===== src/rtl/riscv32ima_dec_pipe.sv =====
// Decode stage for the riscv32ima core: lane select, immediate decode, register file
// with writeback bypass, pending-write scoreboard and a registered valid/ready output slot.
module riscv32ima_dec_pipe #(
  parameter int unsigned ADDR_WIDTH       = 32,
  parameter int unsigned FETCH_DATA_WIDTH = 64,
  parameter int unsigned REG_ADDR_WIDTH   = 5,
  parameter int unsigned REG_DATA_WIDTH   = 32,
  parameter int unsigned NUM_REGS         = 32
) (
  input  logic                        clk,
  input  logic                        nrst,
  input  logic                        fetch_valid,
  output logic                        fetch_ready,
  input  logic [ADDR_WIDTH-1:0]       fetch_address,
  input  logic [FETCH_DATA_WIDTH-1:0] fetch_data,
  output logic                        dec_valid,
  input  logic                        dec_ready,
  output logic [ADDR_WIDTH-1:0]       dec_pc,
  output logic [6:0]                  dec_opcode,
  output logic [2:0]                  dec_func3_opcode,
  output logic [6:0]                  dec_func7_opcode,
  output logic [REG_ADDR_WIDTH-1:0]   dec_src0_addr,
  output logic [REG_ADDR_WIDTH-1:0]   dec_src1_addr,
  output logic [REG_ADDR_WIDTH-1:0]   dec_dst_addr,
  output logic [REG_DATA_WIDTH-1:0]   dec_src0_data,
  output logic [REG_DATA_WIDTH-1:0]   dec_src1_data,
  output logic [REG_DATA_WIDTH-1:0]   dec_imm_data,
  output logic                        dec_illegal,
  input  logic                        wback_pc_wen,
  input  logic [ADDR_WIDTH-1:0]       wback_pc,
  input  logic                        wback_reg_wen,
  input  logic [REG_ADDR_WIDTH-1:0]   wback_reg_addr,
  input  logic [REG_DATA_WIDTH-1:0]   wback_reg_data
);

  localparam int unsigned LANES  = FETCH_DATA_WIDTH / 32;
  localparam int unsigned LANE_W = (LANES > 1) ? $clog2(LANES) : 1;

  localparam logic [6:0] OPC_LOAD     = 7'b0000011;
  localparam logic [6:0] OPC_MISC_MEM = 7'b0001111;
  localparam logic [6:0] OPC_OP_IMM   = 7'b0010011;
  localparam logic [6:0] OPC_AUIPC    = 7'b0010111;
  localparam logic [6:0] OPC_STORE    = 7'b0100011;
  localparam logic [6:0] OPC_AMO      = 7'b0101111;
  localparam logic [6:0] OPC_OP       = 7'b0110011;
  localparam logic [6:0] OPC_LUI      = 7'b0110111;
  localparam logic [6:0] OPC_BRANCH   = 7'b1100011;
  localparam logic [6:0] OPC_JALR     = 7'b1100111;
  localparam logic [6:0] OPC_JAL      = 7'b1101111;
  localparam logic [6:0] OPC_SYSTEM   = 7'b1110011;

  // Redirect target is consumed by fetch; here only the flush strobe matters.
  logic unused_wback_pc;
  assign unused_wback_pc = ^wback_pc;

  // Output slot
  logic                      dec_valid_q, dec_valid_d;
  logic [ADDR_WIDTH-1:0]     dec_pc_q, dec_pc_d;
  logic [6:0]                dec_opcode_q, dec_opcode_d;
  logic [2:0]                dec_func3_q, dec_func3_d;
  logic [6:0]                dec_func7_q, dec_func7_d;
  logic [REG_ADDR_WIDTH-1:0] dec_src0_addr_q, dec_src0_addr_d;
  logic [REG_ADDR_WIDTH-1:0] dec_src1_addr_q, dec_src1_addr_d;
  logic [REG_ADDR_WIDTH-1:0] dec_dst_addr_q, dec_dst_addr_d;
  logic [REG_DATA_WIDTH-1:0] dec_src0_data_q, dec_src0_data_d;
  logic [REG_DATA_WIDTH-1:0] dec_src1_data_q, dec_src1_data_d;
  logic [REG_DATA_WIDTH-1:0] dec_imm_q, dec_imm_d;
  logic                      dec_illegal_q, dec_illegal_d;
  logic                      dec_wr_rd_q, dec_wr_rd_d;

  logic [REG_DATA_WIDTH-1:0] rf_q [NUM_REGS];
  logic [REG_DATA_WIDTH-1:0] rf_d [NUM_REGS];
  logic [NUM_REGS-1:0]       busy_q, busy_d;

  logic [LANE_W-1:0]         lane;
  logic [31:0]               inst;
  logic [6:0]                opc;
  logic [REG_ADDR_WIDTH-1:0] rs1, rs2, rd;
  logic [31:0]               imm;
  logic                      illegal, use_rs1, use_rs2, wr_class, wr_rd;
  logic [REG_DATA_WIDTH-1:0] src0_data, src1_data;
  logic                      haz_rs1, haz_rs2, hazard;
  logic                      fetch_ready_c, accept, dec_hs;

  // Pick the 32-bit lane addressed by the PC
  always_comb begin
    lane = '0;
    if (LANES > 1) lane = fetch_address[2 +: LANE_W];
    inst = fetch_data[31:0];
    for (int unsigned i = 1; i < LANES; i++) begin
      if (lane == LANE_W'(i)) inst = fetch_data[32*i +: 32];
    end
  end

  always_comb begin
    opc      = inst[6:0];
    rs1      = REG_ADDR_WIDTH'(inst[19:15]);
    rs2      = REG_ADDR_WIDTH'(inst[24:20]);
    rd       = REG_ADDR_WIDTH'(inst[11:7]);
    imm      = '0;
    illegal  = 1'b0;
    use_rs1  = 1'b1;
    use_rs2  = 1'b0;
    wr_class = 1'b0;
    unique case (opc)
      OPC_LOAD, OPC_OP_IMM, OPC_JALR, OPC_SYSTEM: begin
        imm      = {{20{inst[31]}}, inst[31:20]};
        wr_class = 1'b1;
      end
      OPC_STORE: begin
        imm     = {{20{inst[31]}}, inst[31:25], inst[11:7]};
        use_rs2 = 1'b1;
      end
      OPC_BRANCH: begin
        imm     = {{20{inst[31]}}, inst[7], inst[30:25], inst[11:8], 1'b0};
        use_rs2 = 1'b1;
      end
      OPC_LUI, OPC_AUIPC: begin
        imm      = {inst[31:12], 12'h000};
        use_rs1  = 1'b0;
        wr_class = 1'b1;
      end
      OPC_JAL: begin
        imm      = {{12{inst[31]}}, inst[19:12], inst[20], inst[30:21], 1'b0};
        use_rs1  = 1'b0;
        wr_class = 1'b1;
      end
      OPC_OP, OPC_AMO: begin
        use_rs2  = 1'b1;
        wr_class = 1'b1;
      end
      OPC_MISC_MEM: ;
      default: illegal = 1'b1;
    endcase
    wr_rd = wr_class && (rd != '0);
  end

  // Operand read with same-cycle writeback bypass; x0 always reads zero
  always_comb begin
    src0_data = rf_q[rs1];
    src1_data = rf_q[rs2];
    if (wback_reg_wen && (wback_reg_addr == rs1)) src0_data = wback_reg_data;
    if (wback_reg_wen && (wback_reg_addr == rs2)) src1_data = wback_reg_data;
    if (rs1 == '0) src0_data = '0;
    if (rs2 == '0) src1_data = '0;
  end

  // A source is blocked by an older pending write unless that write lands this cycle,
  // or by the held instruction which has not yet set its scoreboard bit.
  always_comb begin
    haz_rs1 = (busy_q[rs1] && !(wback_reg_wen && (wback_reg_addr == rs1))) ||
              (dec_valid_q && dec_wr_rd_q && (dec_dst_addr_q == rs1));
    haz_rs2 = (busy_q[rs2] && !(wback_reg_wen && (wback_reg_addr == rs2))) ||
              (dec_valid_q && dec_wr_rd_q && (dec_dst_addr_q == rs2));
    hazard  = (use_rs1 && (rs1 != '0) && haz_rs1) || (use_rs2 && (rs2 != '0) && haz_rs2);
    fetch_ready_c = (!dec_valid_q || dec_ready) && !hazard && !wback_pc_wen;
    accept        = fetch_valid && fetch_ready_c;
    dec_hs        = dec_valid_q && dec_ready;
  end

  always_comb begin
    rf_d = rf_q;
    if (wback_reg_wen && (wback_reg_addr != '0)) rf_d[wback_reg_addr] = wback_reg_data;
  end

  // Clear first so a same-cycle set on the same register wins
  always_comb begin
    busy_d = busy_q;
    if (wback_reg_wen) busy_d[wback_reg_addr] = 1'b0;
    if (dec_hs && dec_wr_rd_q) busy_d[dec_dst_addr_q] = 1'b1;
    busy_d[0] = 1'b0;
  end

  always_comb begin
    dec_valid_d     = dec_valid_q;
    dec_pc_d        = dec_pc_q;
    dec_opcode_d    = dec_opcode_q;
    dec_func3_d     = dec_func3_q;
    dec_func7_d     = dec_func7_q;
    dec_src0_addr_d = dec_src0_addr_q;
    dec_src1_addr_d = dec_src1_addr_q;
    dec_dst_addr_d  = dec_dst_addr_q;
    dec_src0_data_d = dec_src0_data_q;
    dec_src1_data_d = dec_src1_data_q;
    dec_imm_d       = dec_imm_q;
    dec_illegal_d   = dec_illegal_q;
    dec_wr_rd_d     = dec_wr_rd_q;
    if (accept) begin
      dec_valid_d     = 1'b1;
      dec_pc_d        = fetch_address;
      dec_opcode_d    = opc;
      dec_func3_d     = inst[14:12];
      dec_func7_d     = inst[31:25];
      dec_src0_addr_d = rs1;
      dec_src1_addr_d = rs2;
      dec_dst_addr_d  = rd;
      dec_src0_data_d = src0_data;
      dec_src1_data_d = src1_data;
      dec_imm_d       = REG_DATA_WIDTH'(imm);
      dec_illegal_d   = illegal;
      dec_wr_rd_d     = wr_rd;
    end else if (dec_hs) begin
      dec_valid_d = 1'b0;
    end
    if (wback_pc_wen) dec_valid_d = 1'b0;
  end

  always_ff @(posedge clk or negedge nrst) begin
    if (!nrst) begin
      dec_valid_q     <= 1'b0;
      dec_pc_q        <= '0;
      dec_opcode_q    <= '0;
      dec_func3_q     <= '0;
      dec_func7_q     <= '0;
      dec_src0_addr_q <= '0;
      dec_src1_addr_q <= '0;
      dec_dst_addr_q  <= '0;
      dec_src0_data_q <= '0;
      dec_src1_data_q <= '0;
      dec_imm_q       <= '0;
      dec_illegal_q   <= 1'b0;
      dec_wr_rd_q     <= 1'b0;
      busy_q          <= '0;
      for (int i = 0; i < NUM_REGS; i++) rf_q[i] <= '0;
    end else begin
      dec_valid_q     <= dec_valid_d;
      dec_pc_q        <= dec_pc_d;
      dec_opcode_q    <= dec_opcode_d;
      dec_func3_q     <= dec_func3_d;
      dec_func7_q     <= dec_func7_d;
      dec_src0_addr_q <= dec_src0_addr_d;
      dec_src1_addr_q <= dec_src1_addr_d;
      dec_dst_addr_q  <= dec_dst_addr_d;
      dec_src0_data_q <= dec_src0_data_d;
      dec_src1_data_q <= dec_src1_data_d;
      dec_imm_q       <= dec_imm_d;
      dec_illegal_q   <= dec_illegal_d;
      dec_wr_rd_q     <= dec_wr_rd_d;
      busy_q          <= busy_d;
      rf_q            <= rf_d;
    end
  end

  assign fetch_ready      = fetch_ready_c;
  assign dec_valid        = dec_valid_q;
  assign dec_pc           = dec_pc_q;
  assign dec_opcode       = dec_opcode_q;
  assign dec_func3_opcode = dec_func3_q;
  assign dec_func7_opcode = dec_func7_q;
  assign dec_src0_addr    = dec_src0_addr_q;
  assign dec_src1_addr    = dec_src1_addr_q;
  assign dec_dst_addr     = dec_dst_addr_q;
  assign dec_src0_data    = dec_src0_data_q;
  assign dec_src1_data    = dec_src1_data_q;
  assign dec_imm_data     = dec_imm_q;
  assign dec_illegal      = dec_illegal_q;

endmodule

===== config.mk =====
export PLATFORM = sky130hd
export DESIGN_NAME = riscv32ima_dec_pipe
export DESIGN_NICKNAME = d
export VERILOG_FILES = /design/src/rtl/riscv32ima_dec_pipe.sv
export SDC_FILE = /design/constraint.sdc
export NUM_CORES = 2
export LEC_CHECK = 0
export ABC_AREA = 0
export CORE_ASPECT_RATIO = 0.5
export CORE_MARGIN = 2
export CORE_UTILIZATION = 65
export CTS_BUF_LIST = sky130_fd_sc_hd__clkbuf_16
export DETAILED_ROUTE_END_ITERATION = 7
export PLACE_DENSITY_LB_ADDON = 0.25
export SLEW_MARGIN = 20
export SYNTH_ARGS = -nofsm -noshare
export SYNTH_HDL_FRONTEND = slang
export SYNTH_SLANG_ARGS = --single-unit

===== constraint.sdc =====
create_clock -name clk -period 8.05 [get_ports clk]
set_input_delay 1.61 -clock clk [delete_from_list [all_inputs] [get_ports clk]]
set_output_delay 1.61 -clock clk [all_outputs]
set_load 0.005 [all_outputs]

==> impl_metrics.csv <==
group,metric,value,unit
run_status,status,"finished, violations left",
run_status,violations,"DRC",
critical_path,path_class,"primary input to primary output",
sta,whs,401.7,ps
sta,fin_tns_setup,0,ps
yosys,ys_warn_count,0,
global_route,grt_pass1_wl,334.7,mm
critical_path,rr_worst_depth,9,
clock_network,cts_tree,"yes",
yosys,synth_edf_count,0,
sta,period_needed,6914,ps
die,die_h,227.9,um
yosys,synth_area_leader_cell,"dfrtp_1",
critical_path,r2r-start,"dec_dst_addr[1]",
clock_network,cts_setup_buffers,0,
critical_path,path_delay_family,"buffers and inverters",
global_route,grt-ovfl-total,0,
yosys,synth_area_per_cell,11.20,um2
sta,tightest_slew,1208,ps
final_layout,multi_input_area,32280,um2
final_layout,final_cells,7208,
final_layout,final.fill_count,6635,
route,drt_iter0_drc,8669,
global_route,grt_pass1_vias,52010,
final_layout,regArea,30480,um2
clock_network,htreeDepth,3,
critical_path,ff2ff_setup_slack,4560,ps
placement,pre_cts_slack,1234,ps
placement,dp_hpwl,126.1,mm
yosys,synthFlopType,"dfrtp_1",
clock_network,cts_resized,0,
min_path,hold_path_class,"register to register",
sta,rsz0062_at_grt,"no",
placement,placed_cells,6988,
critical_path,crit_arrival,5300,ps
route,route.detailed.wl_per_inst,31.43,um
placement,gp_congestion,0.9448,
route,first_pass_iters,8,
sta,hold_violations,0,
yosys,ys_seq_elements,1218,
critical_path,worstPathMaxFanout,52,
min_path,holdPathEnd,"rf_q[1016]",
sta,fin_crit_sh,85.89,%
sta,setup_ws,1136,ps
placement,place_area,68790,um2
clock_network,cts_root_buffer,"clkbuf_16",
critical_path,r2r_end,"dec_src1_data[16]",
die,pin_count,334,
critical_path,cp_num_buf_inv,5,
route,drt-total-wl,226.6,mm
yosys,synth_cells,5819,
critical_path,crit_slowest_cell,"buf_4",
clock_network,clock-sinks,1218,
clock_network,clk_latency,760,ps
min_path,whs_path_depth,0,
route,vias,52950,
yosys,synthTopCellsByArea,"dfrtp_1 (47%), mux2_2 (19%), mux4_2 (8.2%)",
power_and_ir_drop,pwr_density_cell,254.5,nW/um2
critical_path,cp-start-kind,"primary input",
sta,fmax,144.6,MHz
global_route,grt_max_degree,175,
yosys,synth_area,65190,um2
yosys,async_reset_ff_share,100.0,%
sta,fin_skew,34.94,ps
yosys,synth_top_area_share,46.75,%
placement,port-buffer-count,301,
yosys,synth_cell_types,63,
final_layout,drive_above_1_share,29.04,%
final_layout,stdcell_area,72650,um2
min_path,hp-start,"rf_q[1016]",
clock_network,cts_buffer_depth,3,
die,core,99730,um2
global_route,antenna_found_initial,9,
die,rows,82,
critical_path,crit_chain,"buf_4 -> buf_4 -> clkinv_1 -> o32ai_2 -> buf_4 -> o31ai_1 -> o22ai_1 -> or3_1 -> a31o_2 -> and3_1 -> clkdlybuf4s50_1",
global_route,grt_usage,43.64,%
critical_path,path_common_cell,"buf_4",
critical_path,critical_path_required,6440,ps
final_layout,layout.nets,5929,
critical_path,max_stage_delay,590,ps
power_and_ir_drop,power.leakage,31.35,nW
critical_path,end_kind,"primary output",
yosys,seq_area_frac_synth,46.75,%
die,die-area,103000,um2
clock_network,path_clk_slew,70,ps
clock_network,cts_hold_buf,0,
final_layout,areaGrowthSynthToFinish,11.44,%
route,viasPerCell,7.346,
flow_run,max_cap_violations,0,
route,drtAntennaViolNets,0,
yosys,synth.net_count,5990,
power_and_ir_drop,peakVddDrop,0.1945,mV
clock_network,cts_made_buffers,109,
sta,setup_viol,0,
route,drcViolationCount,1,
die,start_util,65.37,%
sta,maxSlewHeadroom,19.27,%
sta,final_max_slew_viol_count,0,
die,die_w,451.9,um
cells in the final DEF (no fill, tap or decap), types with 14 or more instances in the layout:
cell type,count
a21oi_1,30
a221o_1,20
a22o_1,21
a22oi_1,31
a311oi_1,173
a31oi_1,41
and2_1,20
and3_1,132
buf_12,16
buf_4,103
bufinv_16,19
clkbuf_16,114
clkdlybuf4s50_1,295
clkinv_1,26
clkinv_2,20
dfrtp_1,1218
inv_1,98
mux2_2,1099
mux2_4,15
mux2i_1,91
mux4_2,238
nand2_1,1116
nand2_2,14
nand2b_1,14
nand3_1,266
nand4_1,17
nor2_1,55
nor2_4,23
nor3_1,39
o2111ai_1,43
o21ai_0,151
o221ai_1,45
o22ai_1,78
xnor2_1,18
flip-flops by register name, summed over array words and instances, names as in the netlist:
register	count
busy_q	31
dec_dst_addr	5
dec_func3_opcode	3
dec_func7_opcode	7
dec_illegal	1
dec_imm_data	32
dec_opcode	7
dec_pc	32
dec_src0_addr	5
dec_src0_data	32
dec_src1_addr	5
dec_src1_data	32
dec_valid	1
dec_wr_rd_q	1
rf_q	1024
layout make-up:
| type | count | area share (%) |
|---|---|---|
| multi-input combinational | 3930 | 44.43 |
| sequential | 1218 | 41.95 |
| timing repair buffer | 421 | 5.688 |
| clock buffer | 114 | 3.927 |
| tap | 1344 | 2.315 |
| clock inverter | 90 | 1.243 |
| inverter | 78 | 0.4030 |
| antenna | 13 | 0.04478 |
per-layer routing:
metal  track usage [%]  wire length, um
met1             57.89            80800
met2             61.58            95950
met3             16.79            34540
met4             24.93            15200
met5            0.2298               69
Yosys cell counts, drive strengths merged, types with 11 or more instances:
library cell	count
o22ai	78
o221ai	45
a211oi	11
nor4	13
a21oi	31
nand3	267
mux2i	98
and3	132
mux4	238
nor2	79
and2	22
inv	77
clkbuf	431
nand2	1131
nand4	17
buf	162
nor3	41
a22o	21
dfrtp	1218
o2111ai	43
mux2	1116
a2111oi	13
nand2b	14
a311oi	173
a22oi	31
a31oi	41
o21ai	154
xnor2	18
a221o	20
where the power goes:
part / switching (W) / internal (W)
combinational: 0.00210 / 0.00236
sequential: 0.00101 / 0.00737
clock: 0.00248 / 0.00316
worst max-delay path by stage:
| stage | end | start | slack, ps | depth (start not counted) |
|---|---|---|---|---|
| 2_1_floorplan | fetch_ready | fetch_address[2] | 2970 | 9 |
| 3_3_place_gp | fetch_ready | fetch_address[2] | 1280 | 11 |
| 3_5_place_dp | fetch_ready | fetch_address[2] | 1230 | 11 |
| 4_1_cts | fetch_ready | fetch_address[2] | 1230 | 11 |
| 5_1_grt | fetch_ready | fetch_address[2] | 980 | 11 |
| 6_report | fetch_ready | fetch_address[2] | 1140 | 11 |
kinds of logic after synthesis:
| logic type | count (synthesis) | synth area share, % |
|---|---|---|
| flip-flops | 1218 | 46.75 |
| buffers and inverters | 671 | 4.268 |
| AND/OR/NAND/NOR | 1743 | 11.53 |
| multiplexers | 1452 | 29.15 |
| XOR/XNOR | 20 | 0.2687 |
| AO/OA/AOI/OAI | 715 | 8.026 |
per-stage QoR:
step	utilization [%]	power, W
global placement	68.98	0.01251
floorplan	-	0.01092
CTS	72.75	0.01836
detailed placement	68.98	0.01279
finish	72.85	0.01849
global route	72.83	0.01914
No activity file was read; power rests on OpenSTA's default activity.
